File: config.mk
export PLATFORM = sky130hd
export DESIGN_NAME = mem_arbiter
export DESIGN_NICKNAME = d
export VERILOG_FILES = /design/src/rtl/mem_pkg.sv /design/src/rtl/rr_arb2.sv /design/src/rtl/mem_arbiter.sv
export SDC_FILE = /design/constraint.sdc
export NUM_CORES = 1
export LEC_CHECK = 0
export BUFFER_PORTS_ARGS = -buffer_cell sky130_fd_sc_hd__buf_2
export CAP_MARGIN = 10
export CORE_ASPECT_RATIO = 0.9
export CORE_MARGIN = 8
export CORE_UTILIZATION = 36
export CTS_BUF_LIST = sky130_fd_sc_hd__clkbuf_16
export CTS_CLUSTER_DIAMETER = 40
export DETAILED_ROUTE_END_ITERATION = 10
export PLACE_DENSITY = 0.81
export SYNTH_ARGS = -nofsm -noshare
export SYNTH_HDL_FRONTEND = slang
export SYNTH_SLANG_ARGS = --single-unit
File: constraint.sdc
create_clock -name clk -period 3 [get_ports clk]
set_input_delay 0.3 -clock clk [delete_from_list [all_inputs] [get_ports clk]]
set_output_delay 0.3 -clock clk [all_outputs]
set_load 0.02 [all_outputs]
File: src/rtl/mem_pkg.sv
// Shared constants and types for the main-memory arbiter slice.
// Block geometry, FSM state encoding and requester (owner) encoding.
// Imported by mem_arbiter and rr_arb2.
package mem_pkg;

  localparam int ADDR_W      = 32;
  localparam int DATA_W      = 32;
  localparam int BLOCK_WORDS = 4;
  localparam int BEAT_W      = $clog2(BLOCK_WORDS);

  // Clears the word-in-block and byte-in-word bits of a block address.
  localparam logic [ADDR_W-1:0] BASE_MASK = ~ADDR_W'(BLOCK_WORDS * 4 - 1);

  typedef enum logic [1:0] {
    IDLE = 2'd0,
    XFER = 2'd1,
    DONE = 2'd2
  } state_e;

  typedef enum logic {
    OWN_IC = 1'b0,
    OWN_DC = 1'b1
  } owner_e;

endpackage

File: src/rtl/rr_arb2.sv
// Purpose: 2-way round-robin picker between I-cache (bit 0) and D-cache (bit 1).
// Latency: purely combinational, no state of its own.
// Backpressure: none; caller decides when the pick is consumed.
// Ports: req_i = {dc,ic} requests, last_owner_i = previous burst owner,
//        grant_o = {dc,ic} one-hot pick, 00 when nobody requests.
module rr_arb2
  import mem_pkg::*;
(
  input  logic [1:0] req_i,
  input  owner_e     last_owner_i,
  output logic [1:0] grant_o
);

  always_comb begin
    grant_o = 2'b00;
    case (req_i)
      2'b01:   grant_o = 2'b01;
      2'b10:   grant_o = 2'b10;
      // Tie: whoever did not own the last burst wins.
      2'b11:   grant_o = (last_owner_i == OWN_DC) ? 2'b01 : 2'b10;
      default: grant_o = 2'b00;
    endcase
  end

endmodule

File: src/rtl/mem_arbiter.sv
// Purpose: shares the single main-memory port between I-cache refills and D-cache refill/writeback.
// Latency: 1 cycle grant, BLOCK_WORDS memory handshakes, 1 cycle done pulse.
// Backpressure: each beat waits on mem_ready; requesters hold req until their done pulse.
// Ports: clk/reset (async active-low); ic_* and dc_* cache-side request/response;
//        rdata/beat/grant shared status; mem_* word-wide memory handshake.
module mem_arbiter
  import mem_pkg::*;
(
  input  logic              clk,
  input  logic              reset,
  input  logic              ic_req,
  input  logic [ADDR_W-1:0] ic_addr,
  output logic              ic_rvalid,
  output logic              ic_done,
  input  logic              dc_req,
  input  logic              dc_we,
  input  logic [ADDR_W-1:0] dc_addr,
  input  logic [DATA_W-1:0] dc_wdata,
  output logic              dc_rvalid,
  output logic              dc_done,
  output logic [DATA_W-1:0] rdata,
  output logic [BEAT_W-1:0] beat,
  output logic [1:0]        grant,
  output logic              mem_req,
  output logic              mem_we,
  output logic [ADDR_W-1:0] mem_addr,
  output logic [DATA_W-1:0] mem_wdata,
  input  logic [DATA_W-1:0] mem_rdata,
  input  logic              mem_ready
);

  localparam logic [BEAT_W-1:0] LAST_BEAT = BEAT_W'(BLOCK_WORDS - 1);

  state_e            state_q;
  logic [1:0]        grant_q;
  logic [BEAT_W-1:0] beat_q;
  logic [ADDR_W-1:0] base_q;
  logic              we_q;
  owner_e            last_owner_q;

  logic [1:0]        pick;
  logic [ADDR_W-1:0] base_d;
  logic              we_d;

  rr_arb2 u_rr (
    .req_i        ({dc_req, ic_req}),
    .last_owner_i (last_owner_q),
    .grant_o      (pick)
  );

  // Values latched at grant; later changes on addr/we are ignored.
  always_comb begin
    base_d = (pick[1] ? dc_addr : ic_addr) & BASE_MASK;
    we_d   = pick[1] & dc_we;
  end

  always_ff @(posedge clk or negedge reset) begin
    if (!reset) begin
      state_q      <= IDLE;
      grant_q      <= 2'b00;
      beat_q       <= '0;
      base_q       <= '0;
      we_q         <= 1'b0;
      last_owner_q <= OWN_DC;
    end else begin
      case (state_q)
        IDLE: begin
          if (|pick) begin
            grant_q <= pick;
            base_q  <= base_d;
            we_q    <= we_d;
            beat_q  <= '0;
            state_q <= XFER;
          end
        end
        XFER: begin
          if (mem_ready) begin
            // Beat stays at the last index through DONE; it is only cleared on the way to IDLE.
            if (beat_q == LAST_BEAT) begin
              state_q <= DONE;
            end else begin
              beat_q <= beat_q + 1'b1;
            end
          end
        end
        DONE: begin
          last_owner_q <= owner_e'(grant_q[1]);
          grant_q      <= 2'b00;
          beat_q       <= '0;
          state_q      <= IDLE;
        end
        default: begin
          state_q <= IDLE;
        end
      endcase
    end
  end

  logic in_xfer;
  logic in_done;
  logic rd_hit;

  assign in_xfer = (state_q == XFER);
  assign in_done = (state_q == DONE);
  // mem_ready outside XFER never reaches a requester.
  assign rd_hit  = in_xfer & mem_ready & ~we_q;

  assign ic_rvalid = rd_hit & grant_q[0];
  assign dc_rvalid = rd_hit & grant_q[1];
  assign ic_done   = in_done & grant_q[0];
  assign dc_done   = in_done & grant_q[1];

  assign rdata     = mem_rdata;
  assign beat      = beat_q;
  assign grant     = grant_q;

  assign mem_req   = in_xfer;
  assign mem_we    = in_xfer & we_q;
  assign mem_addr  = in_xfer ? (base_q + ADDR_W'({beat_q, 2'b00})) : '0;
  assign mem_wdata = (in_xfer & we_q) ? dc_wdata : '0;

endmodule

## After elaboration in Yosys (flattened, before gate mapping)

Cells that the tools add are included.

- Input port bits: 134
- Flip-flop bits (word level): 36

- Eq/ne operators: 10
- Bitwise logic cells: 9
- Muxes and demuxes: 15
- Reductions and logical operators: 8
- Add/sub/neg operators: 2

Operators with widths:

| kind | count |
|---|---|
| 32-bit 2-to-1 mux | 3 |
| 32-bit by 4-bit adder with 32-bit output | 1 |
| 2-bit 2-to-1 mux | 8 |
| 2-bit one-hot mux with 3 select lines | 2 |
| 1-bit AND | 8 |
| 2-bit equality test (second input constant) | 4 |
| 2-bit one-hot mux with 2 select lines | 2 |
| 2-bit inequality test (second input constant) | 3 |
| 2-bit by 1-bit equality test with 1-bit output (second input constant) | 2 |
| 2-bit AND reduction | 2 |
| 4-bit AND reduction | 1 |
| 3-bit AND reduction | 1 |
| 3-bit nonzero test | 1 |
| 2-bit by 1-bit adder with 2-bit output (second input constant) | 1 |
| 2-bit zero test | 1 |
| 2-bit by 1-bit inequality test with 1-bit output (second input constant) | 1 |
| 2-bit nonzero test | 1 |
| 2-bit OR reduction | 1 |
| 1-bit NOT | 1 |

## Longest topological paths before layout

Gate-level depths: netlist of the first run.

- Word-level depth: 5
- Depth in mapped cells: 6

## By module

A second synthesis of the first run with hierarchy kept.

- Cell total of the unflattened synthesis: 243
- Area, all modules: 2568.7 µm²

Modules (own cells, without submodules):

| module | seq. area each (µm²) | instances | cells an instance | area each (µm²) |
|---|---|---|---|---|
| mem_arbiter | 902.1 | 1 | 240 | 2549.9 |
| rr_arb2 | 0.0 | 1 | 3 | 18.8 |

## Worst setup path after synthesis of the first run

Ideal clock, no wire load.

- Path type: reg-to-output
- From: register state_q[1]
- To: output dc_rvalid
- Buffers on the path: 1
- Arrival time: 1.405 ns
- Required time: 2.700 ns
- Path slack: 1.295 ns
- Cell stages (with the launch flop): 5
- Cells stage by stage: dfrtp_1 > and2b_1 > clkbuf_1 > nand2_1 > nor3_1

- Longest elaborated chain between the ends: 4

RTL lines:

| item | RTL line | source |
|---|---|---|
| from (decl) | mem_arbiter.sv:34 | `state_e state_q;` |
| from (signal assigned) | mem_arbiter.sv:59 | `state_q <= IDLE;` |
| from (signal assigned) | mem_arbiter.sv:73 | `state_q <= XFER;` |
| from (signal assigned) | mem_arbiter.sv:80 | `state_q <= DONE;` |
| 2-bit by 1-bit equality test with 1-bit output | mem_arbiter.sv:103 | `assign in_xfer = (state_q == XFER);` |
| 1-bit AND (2 in a row) | mem_arbiter.sv:106 | `assign rd_hit = in_xfer & mem_ready & ~we_q;` |
| 1-bit AND | mem_arbiter.sv:109 | `assign dc_rvalid = rd_hit & grant_q[1];` |
| to (decl) | mem_arbiter.sv:19 | `output logic dc_rvalid,` |

Every way passes these cells.

## Final worst setup path of the first run

- From: register state_q[0]
- To: output ic_rvalid

- Longest elaborated chain between the ends: 4

RTL lines:

| item | RTL line | source |
|---|---|---|
| 2-bit by 1-bit equality test with 1-bit output | mem_arbiter.sv:103 |  |
| 1-bit AND (2 in a row) | mem_arbiter.sv:106 |  |
| 1-bit AND | mem_arbiter.sv:108 | `assign ic_rvalid = rd_hit & grant_q[0];` |
| to (decl) | mem_arbiter.sv:13 | `output logic ic_rvalid,` |

Every way passes these cells.

==> run metrics, run 1 <==
final setup fails 0; crit path max fanout 34; Hold Fails Final Rpt 0; CP max stage delay 0.52 ns; FF+latch count, synth 36; DRT Pass-1 Iters 4; RSZ-0062 raised after global routing false; Layout fillers 614; Slowest-stage cell, CP dfrtp_1; YS warnings 0; Cells after Synth 245; min cycle time layout 2.06 ns; number of distinct library cells after synthesis 29; fin. max-slew vios 0; Setup TNS 0 ns; CTS Hold Bufs 0; layout overhead on the synthesized area 31.2%; final wirelength 8120 microns; GRT Util Overall 0.162; VDD IR-drop max 353 uV; design area 3110 sq um; top cells by count, synth 36 x buf_4, 35 x dfrtp_1, 34 x and3_1; Slew HR 0.343; top post-synthesis cells by area dfrtp_1 37%, a221o_1 12%, buf_4 11%, and3_1 9.0%, a21boi_0 8.6%; HP Class in -> async; critical setup path kind reg -> out; IO Port Bufs 165; Clock Latency Late Sink 0.27 ns; Worst Setup Start Kind register; share of cells above drive strength 1 0.492; crit path DAT 1.76 ns; WL per Instance 17.8 microns; max cap viols 0; Clk pin slew, worst setup/hold paths 0.06 ns; antenna diode count 0; Util after Layout 0.479; FF/Latch Area 902 sq um; 1st-iter DRT viols 80; first-pass GRT wire length 12400 microns; vias 2313; routability cong. 0.846; nets@finish 500; initial antenna violation count 0; leading area contributor after synthesis dfrtp_1; cts bufs inserted 5; drt drc 0; Die ar. 9430 sq um; outcome finished clean; Die W 101 microns; PwrDens 1040 nW/um^2; Final Skew 0.00484 ns; setup bufs post-CTS 0; Core ar. 6480 sq um; Avg Cell Area, Syn 9.66 sq um; H-tree depth 2; Critical Path RT 2.70 ns; post-CTS sizing 0; top-count cell post-synth buf_4; CTS root buf clkbuf_16; vias in the first global route 2372; Die Ht 92.9 microns; Worst-Margin Slew 0.986 ns; Top FF cell, synth dfrtp_1; footprint of the multi-input gates 1090 sq um; Post-DRT Antenna Nets 0; Post-DP HPWL 6300 microns; Hold WS 0.119 ns; DP Area 2970 sq um; crit share post-route 0.687; initial core utilization 0.365; reg2reg setup slack 1.10 ns; Pleak 1.80 nW; largest net degree at the start of global routing 37; Top Ports 240; Synth top area share 0.370; # rows 28; total grt overflow 0; CTS tree yes; Async SR Flop Fraction 1.00; EDFF count, synth 0; CTS sink cnt 36; synthesized area 2370 sq um; Cell Chain, Critical Path and2b_1, buf_4, nand2_1, nor3_1, buf_2; Max Clock Freq 485 MHz; Clock Path Buffers 2; register area share after synthesis 0.381; crit end category output pin; vias per cell 5.07
logic make-up after synthesis:
family	count (synthesis)	synth area share
and+or+nand+nor	82	0.216
AOI/OAI and AO/OA	65	0.235
buffers and inverters	60	0.162
DFF	36	0.381
adders and majority gates	1	0.00528
other	1	0.00158
layer usage:
metal	vias up	track usage	wire length (microns)	part of all wire
met5	-	0	0	0
met2	140	0.266	3830	0.47
met1	1080	0.192	3250	0.40
met4	0	0.0347	36	0.0044
met3	4	0.0682	996	0.12
li1	1089	-	-	-
worst max-delay path: cells and delay by family, from the launching register on:
kind | cells | cell delay, ns
DFF | 1 | 0.52
buffers and inverters | 2 | 0.49
and+or+nand+nor | 3 | 0.48
report_power, final:
part           total [mW]  internal, mW  switching [mW]  leakage [nW]
sequential          0.863         0.707           0.157         0.448
clock               0.487         0.301           0.186        0.0710
combinational        1.88         0.772            1.10          1.28
total                3.23          1.78            1.45          1.80
cells in the final DEF, fill, tap and decap left out:
cell         n
o21ai_0      2
a21boi_1     1
inv_1        3
a311oi_1     1
nor3_1       3
dfrtp_1     35
or2_1        1
clkinv_1     1
o211ai_1     2
and2_1      31
and3_4       1
nand2b_1     2
clkinv_2     2
or2_2        1
a21boi_0    27
nor2_1       3
nand2_1      3
dfstp_2      1
and2b_1      1
a22o_1       1
a21o_1       3
and3_1      34
conb_1       2
nor2_4       1
buf_4        4
a221o_1     28
buf_2      165
nand4bb_1    1
clkbuf_16    5
ha_1         1
sequential cells by signal (all words and copies together) (netlist names):
register	count
last_owner_q	1
beat	2
we_q	1
base_q	28
grant	2
state_q	2
layout make-up:
cell class	count	area share
flip-flops and latches	36	0.290
inverters	3	0.00362
clock inverters	3	0.00443
well taps	90	0.0362
clock buffers	5	0.0403
repair buffers	169	0.275
multi-input cells	150	0.350
per-stage QoR:
step / worst slack, ns / cells / total power [mW]
after floorplan: 1.30 / 246 / 2.21
after global placement: 1.17 / 448 / 2.73
after detailed placement: 1.12 / 448 / 2.76
after CTS: 0.928 / 456 / 3.27
after global routing: 0.794 / 456 / 3.46
final: 0.940 / 456 / 3.23
worst paths after layout:
check	startpoint	endpoint	cells after the start
max	state_q[0]$_DFFE_PN0P_	ic_rvalid	5
min	reset	base_q[24]$_DFFE_PN0P_	1
max reg2reg	state_q[0]$_DFFE_PN0P_	base_q[5]$_DFFE_PN0P_	3
min reg2reg	grant[1]$_DFFE_PN0P_	grant[1]$_DFFE_PN0P_	1
max in group asynchronous	reset	base_q[31]$_DFFE_PN0P_	1
min in group clk	ic_addr[27]	base_q[27]$_DFFE_PN0P_	2
No activity file was read; power rests on OpenSTA's default activity.
==> run 2: changes to the inputs <==
CORE_UTILIZATION = 33   (was 36)
PLACE_DENSITY = 0.78   (was 0.81)
clock period = 1.82 ns   (was 3 ns; I/O delays follow)
==> run metrics, run 2 (same netlist as run 1, synthesis figures left out) <==
outcome finished clean; Pleak 1.85 nW (+2.9%); Slew HR 0.448 (+0.105); DP Area 3020 sq um (+1.7%); FF/Latch Area 906 sq um (+0.42%); initial antenna violation count 0 (unchanged); Core ar. 7000 sq um (+8.1%); crit path DAT 1.59 ns (-0.17 ns); Critical Path RT 1.64 ns (-1.06 ns); footprint of the multi-input gates 1090 sq um (+0.12%); # rows 29 (+3.6%); Clk pin slew, worst setup/hold paths 0.05 ns (about the same); Post-DRT Antenna Nets 0 (unchanged); vias 2324 (+0.48%); total grt overflow 0 (unchanged); Post-DP HPWL 6800 microns (+7.9%); VDD IR-drop max 634 uV (+80%); fin. max-slew vios 0 (unchanged); commonest non-fill, non-tap cell in the layout buf_2; H-tree depth 2 (unchanged); Layout fillers 693 (+13%); commonest cells after routing, fill and taps aside 164 x buf_2, 34 x and3_1, 32 x dfrtp_1; first-pass GRT wire length 13400 microns (+8.5%); antenna diode count 0 (unchanged); Setup TNS 0 ns (unchanged); layout overhead on the synthesized area 35.7%; overall power 5.53 mW (+71%); crit share post-route 0.972; max reg flops 28 (unchanged); Clock Latency Late Sink 0.27 ns (about the same); Clock Path Buffers 2 (unchanged); RSZ-0062 raised after global routing true; CTS root buf clkbuf_16; CTS tree yes; Hold Fails Final Rpt 0 (unchanged); share of cells above drive strength 1 0.508 (+0.0163); Max Clock Freq 565 MHz; GRT Util Overall 0.165 (+0.00332); Final Skew 0.00674 ns (+0.00190 ns); HP Class in -> async; Die ar. 10100 sq um (+7.6%); vias in the first global route 2544 (+7.3%); PwrDens 1720 nW/um^2 (+66%); max cap viols 0 (unchanged); Worst-Margin Slew 0.828 ns (-0.158 ns); min cycle time layout 1.77 ns; Util after Layout 0.459 (-0.0205); Cell Chain, Critical Path and2b_2, bufbuf_16, and3_1, buf_2; WL per Instance 19.1 microns (+7.3%); 1st-iter DRT viols 73 (-8.8%); critical setup path kind reg -> out; nets@finish 505 (+1.0%); routability cong. 0.841 (-0.54%); CTS Hold Bufs 0 (unchanged); Slowest-stage cell, CP dfrtp_2; initial core utilization 0.338 (-0.0272); Biggest register base_q; crit path max fanout 27 (-21%); vias per cell 5.02 (-1.0%); largest net degree at the start of global routing 37 (unchanged); final setup fails 0 (unchanged); CP max stage delay 0.42 ns (-0.10 ns); Die Ht 96.4 microns (+3.7%); Worst Setup Start Kind register; crit end category output pin; Die W 105 microns (+3.7%); drt drc 0 (unchanged); final wirelength 8850 microns (+8.9%); cts bufs inserted 5 (unchanged); design area 3210 sq um (+3.4%); CTS sink cnt 36 (unchanged); DRT Pass-1 Iters 4 (unchanged); IO Port Bufs 165 (unchanged); Top Ports 240 (unchanged)
run 2: cell types whose count changed in the layout (fill, tap and decap cells not counted), sizes merged:
| cell | previous run | this run |
|---|---|---|
| buf | 169 | 173 |
| clkinv | 3 | 1 |
| bufbuf | 0 | 1 |
| inv | 3 | 4 |
run 2: routing by layer:
metal  vias to the layer above  GRT usage  share of wire
met1                      1096      0.177           0.40
met2                       132      0.309           0.50
met3                         2     0.0616          0.092
met5                         -          0              0
li1                       1094          -              -
met4                         0     0.0308         0.0021
run 2: path summary, 6_finish.rpt:
kind / start / endpoint / slack (ns) / cells after the start
worst max-delay path: state_q[1]$_DFFE_PN0P_ / mem_wdata[11] / 0.05 / 4
worst min-delay path: reset / base_q[30]$_DFFE_PN0P_ / 0.008 / 1
worst max register to register: state_q[1]$_DFFE_PN0P_ / base_q[13]$_DFFE_PN0P_ / 0.10 / 5
worst min register to register: state_q[1]$_DFFE_PN0P_ / state_q[0]$_DFFE_PN0P_ / 0.48 / 1
max in group asynchronous: reset / we_q$_DFFE_PN0P_ / 1.24 / 1
min in group clk: ic_addr[5] / base_q[5]$_DFFE_PN0P_ / 0.14 / 2
run 2: through the flow:
step | setup slack, ns | hold slack [ns] | cells
5_1_grt | -0.0177 | 0.0790 | 463
3_3_place_gp | 0.196 | 0.317 | 452
2_1_floorplan | 0.233 | -0.114 | 246
3_5_place_dp | 0.154 | 0.329 | 452
4_1_cts | -0.00638 | 0.0364 | 460
6_report | 0.0516 | 0.00848 | 463
run 2: what timing repair did:
item,4_1_cts,5_1_grt
resized for setup,2,2
buffers inserted,0,3
endpoints found under the setup margin,2,53
cloned,1,0
run 2: final cells by class:
| class | count | area share |
|---|---|---|
| clock buffer | 5 | 0.0389 |
| timing repair buffer | 174 | 0.298 |
| inverter | 3 | 0.00350 |
| tap | 93 | 0.0362 |
| multi-input combinational | 150 | 0.338 |
| sequential | 36 | 0.282 |
| clock inverter | 2 | 0.00273 |
run 2: worst max-delay path: cells and delay by family, from the launching register on:
kind | cells | cell delay, ns
simple gates | 2 | 0.42
flops | 1 | 0.42
buf+inv | 2 | 0.47
run 2: power by group:
part / switching [mW] / total [mW] / leakage, nW / internal [mW]
Sequential: 0.244 / 1.41 / 0.445 / 1.17
Combinational: 1.86 / 3.31 / 1.34 / 1.44
Clock: 0.315 / 0.806 / 0.0709 / 0.492
==> run 3: changes to the inputs <==
CELL_PAD_IN_SITES_DETAIL_PLACEMENT = 2   (was not set)
CELL_PAD_IN_SITES_GLOBAL_PLACEMENT = 2   (was not set)
CORE_UTILIZATION = 16   (was 33)
CTS_CLUSTER_SIZE = 20   (was not set)
PLACE_DENSITY = not set   (was 0.78)
PLACE_DENSITY_LB_ADDON = 0.1   (was not set)
==> run metrics, run 3 (same netlist as run 1, synthesis figures left out) <==
max reg flops 28 (unchanged); max cap viols 0 (unchanged); Die W 144 microns (+37%); Worst R2R Path Depth 4 (-1); crit end category output pin; min cycle time layout 1.78 ns (+0.0152 ns); crit path max fanout 20 (-26%); Slew HR 0.656 (+0.208); Final Skew 0.00263 ns (-0.00411 ns); RSZ-0062 raised after global routing true; Worst-Margin Slew 0.516 ns (-0.312 ns); 1st-iter DRT viols 68 (-6.8%); Top Ports 240 (unchanged); placed cells 563 (+25%); cts bufs inserted 5 (unchanged); Critical Path RT 1.64 ns (about the same); initial core utilization 0.162 (-0.176); fin. max-slew vios 0 (unchanged); overall power 6.04 mW (+9.3%); Die Ht 131 microns (+36%); CTS root buf clkbuf_16; final wirelength 10900 microns (+23%); outcome finished clean; fin cells 583 (+26%); Pleak 1.93 nW (+4.5%); Worst R2R Start state_q[1]$_DFFE_PN0P_; crit path DAT 1.60 ns (about the same); crit share post-route 0.980 (+0.00835); switch share 0.444 (+0.00585); IO Port Bufs 165 (unchanged); vias per cell 4.21 (-16%); DRT Pass-1 Iters 4 (unchanged); Clk pin slew, worst setup/hold paths 0.06 ns (about the same); combinational group share of total power 0.632 (+0.034); HP Class in -> reg; Max Clock Freq 561 MHz (-0.85%); worst hold path depth 2; Hold Fails Final Rpt 0 (unchanged); CTS sink cnt 36 (unchanged); drt drc 0 (unchanged); largest net degree at the start of global routing 41 (+11%); reg2reg setup slack 0.30 ns (+0.20 ns); Clock Latency Late Sink 0.28 ns (about the same); Core ar. 14600 sq um (+110%); Layout fillers 1743 (+150%); routability cong. 0.754 (-10%); first-pass GRT wire length 15800 microns (+18%); GRT Util Overall 0.106 (-0.0597); # rows 42 (+45%); Post-DRT Antenna Nets 0 (unchanged); nets@finish 519 (+2.8%); commonest cells after routing, fill and taps aside 157 x buf_2, 34 x and3_1, 33 x dfrtp_1; Die ar. 18900 sq um (+87%); Hold Path Sink base_q[24]$_DFFE_PN0P_; WL per Instance 18.7 microns (-2.1%); CTS tree yes; Worst Setup Start Kind register; Post-DP HPWL 7900 microns (+16%); H-tree depth 2 (unchanged); Clock Path Buffers 2 (unchanged); vias 2453 (+5.6%); Pint 3.36 mW (+8.2%); commonest non-fill, non-tap cell in the layout buf_2; PwrDens 1720 nW/um^2 (-0.26%); initial antenna violation count 1 (+1); Setup TNS 0 ns (unchanged); final setup fails 0 (unchanged); worst r2r dst base_q[22]$_DFFE_PN0P_; total grt overflow 0 (unchanged); Flop pwr share 0.229 (-0.027); share of cells above drive strength 1 0.529 (+0.0205); hold path start ic_addr[24]; Sw Pwr 2.68 mW (+11%); vias in the first global route 2795 (+9.9%); Biggest register base_q; layout overhead on the synthesized area 48.7%; VDD IR-drop max 433 uV (-32%); critical setup path kind reg -> out; clock power share 0.138 (-0.008)
## run 3: cell types whose count changed in the layout (fill, tap and decap cells not counted), moves of 2 or more
cell       previous run  this run
buf_2               164       157
buf_4                 6        22
buf_6                 0         2
clkbuf_16             5         7
nor3_1                3         1
## run 3: timing repair
action | in CTS | in global routing
endpoints found under the setup margin | 27 | 10
endpoints found under the hold margin | 29 | 0
pin swaps | 0 | 1
hold buffers | 1 | 0
buffers inserted | 0 | 9
resized for setup | 6 | 11
gates cloned | 0 | 2
## run 3: worst max-delay path, stage by stage (launching register included)
cell,delay (ns)
dfrtp_2,0.42
and2b_4,0.31
buf_12,0.11
clkbuf_16,0.16
and3_1,0.16
buf_2,0.16
## run 3: cell type report
cell class / instances / area (sq um) / share of cell area
timing repair buffer: 188 / 1110 / 0.316
clock inverter: 2 / 8.76 / 0.00249
antenna: 1 / 2.50 / 0.000711
multi-input combinational: 150 / 1110 / 0.314
clock buffer: 5 / 125 / 0.0355
tap: 198 / 248 / 0.0704
inverter: 3 / 11.3 / 0.00320
sequential: 36 / 905 / 0.257
## run 3: worst max path at each step
stage	start	to	depth (start not counted)
detailed placement	state_q[0]$_DFFE_PN0P_	dc_rvalid	5
floorplan	state_q[1]$_DFFE_PN0P_	dc_rvalid	4
global route	state_q[1]$_DFFE_PN0P_	mem_wdata[27]	4
CTS	state_q[1]$_DFFE_PN0P_	ic_rvalid	5
global placement	state_q[0]$_DFFE_PN0P_	mem_addr[29]	4
finish	state_q[1]$_DFFE_PN0P_	mem_wdata[16]	5
## run 3: power by group through the flow
stage | logic [mW] | clock network [mW] | registers, mW
final | 3.82 | 0.835 | 1.39
after global routing | 4.19 | 0.910 | 1.44
after CTS | 3.49 | 0.873 | 1.40
after detailed placement | 3.46 | 0 | 1.41
after global placement | 3.46 | 0 | 1.39
after floorplan | 2.30 | 0 | 1.35
## run 3: metrics by stage
stage	area [sq um]	setup WS [ns]	hold slack [ns]	utilization
finish	3520	0.0364	0.132	0.241
global placement	3180	0.214	0.292	0.218
global route	3520	-0.0307	0.128	0.241
CTS	3340	-0.00901	0.125	0.229
floorplan	2370	0.233	-0.114	-
detailed placement	3180	0.169	0.289	0.218
## run 3: per-layer routing
layer	global-route usage	part of all wire	up-vias
met3	0.0510	0.12	12
met4	0.0225	0.0095	0
met2	0.169	0.45	127
met5	0	0	-
li1	-	-	1128
met1	0.126	0.42	1186
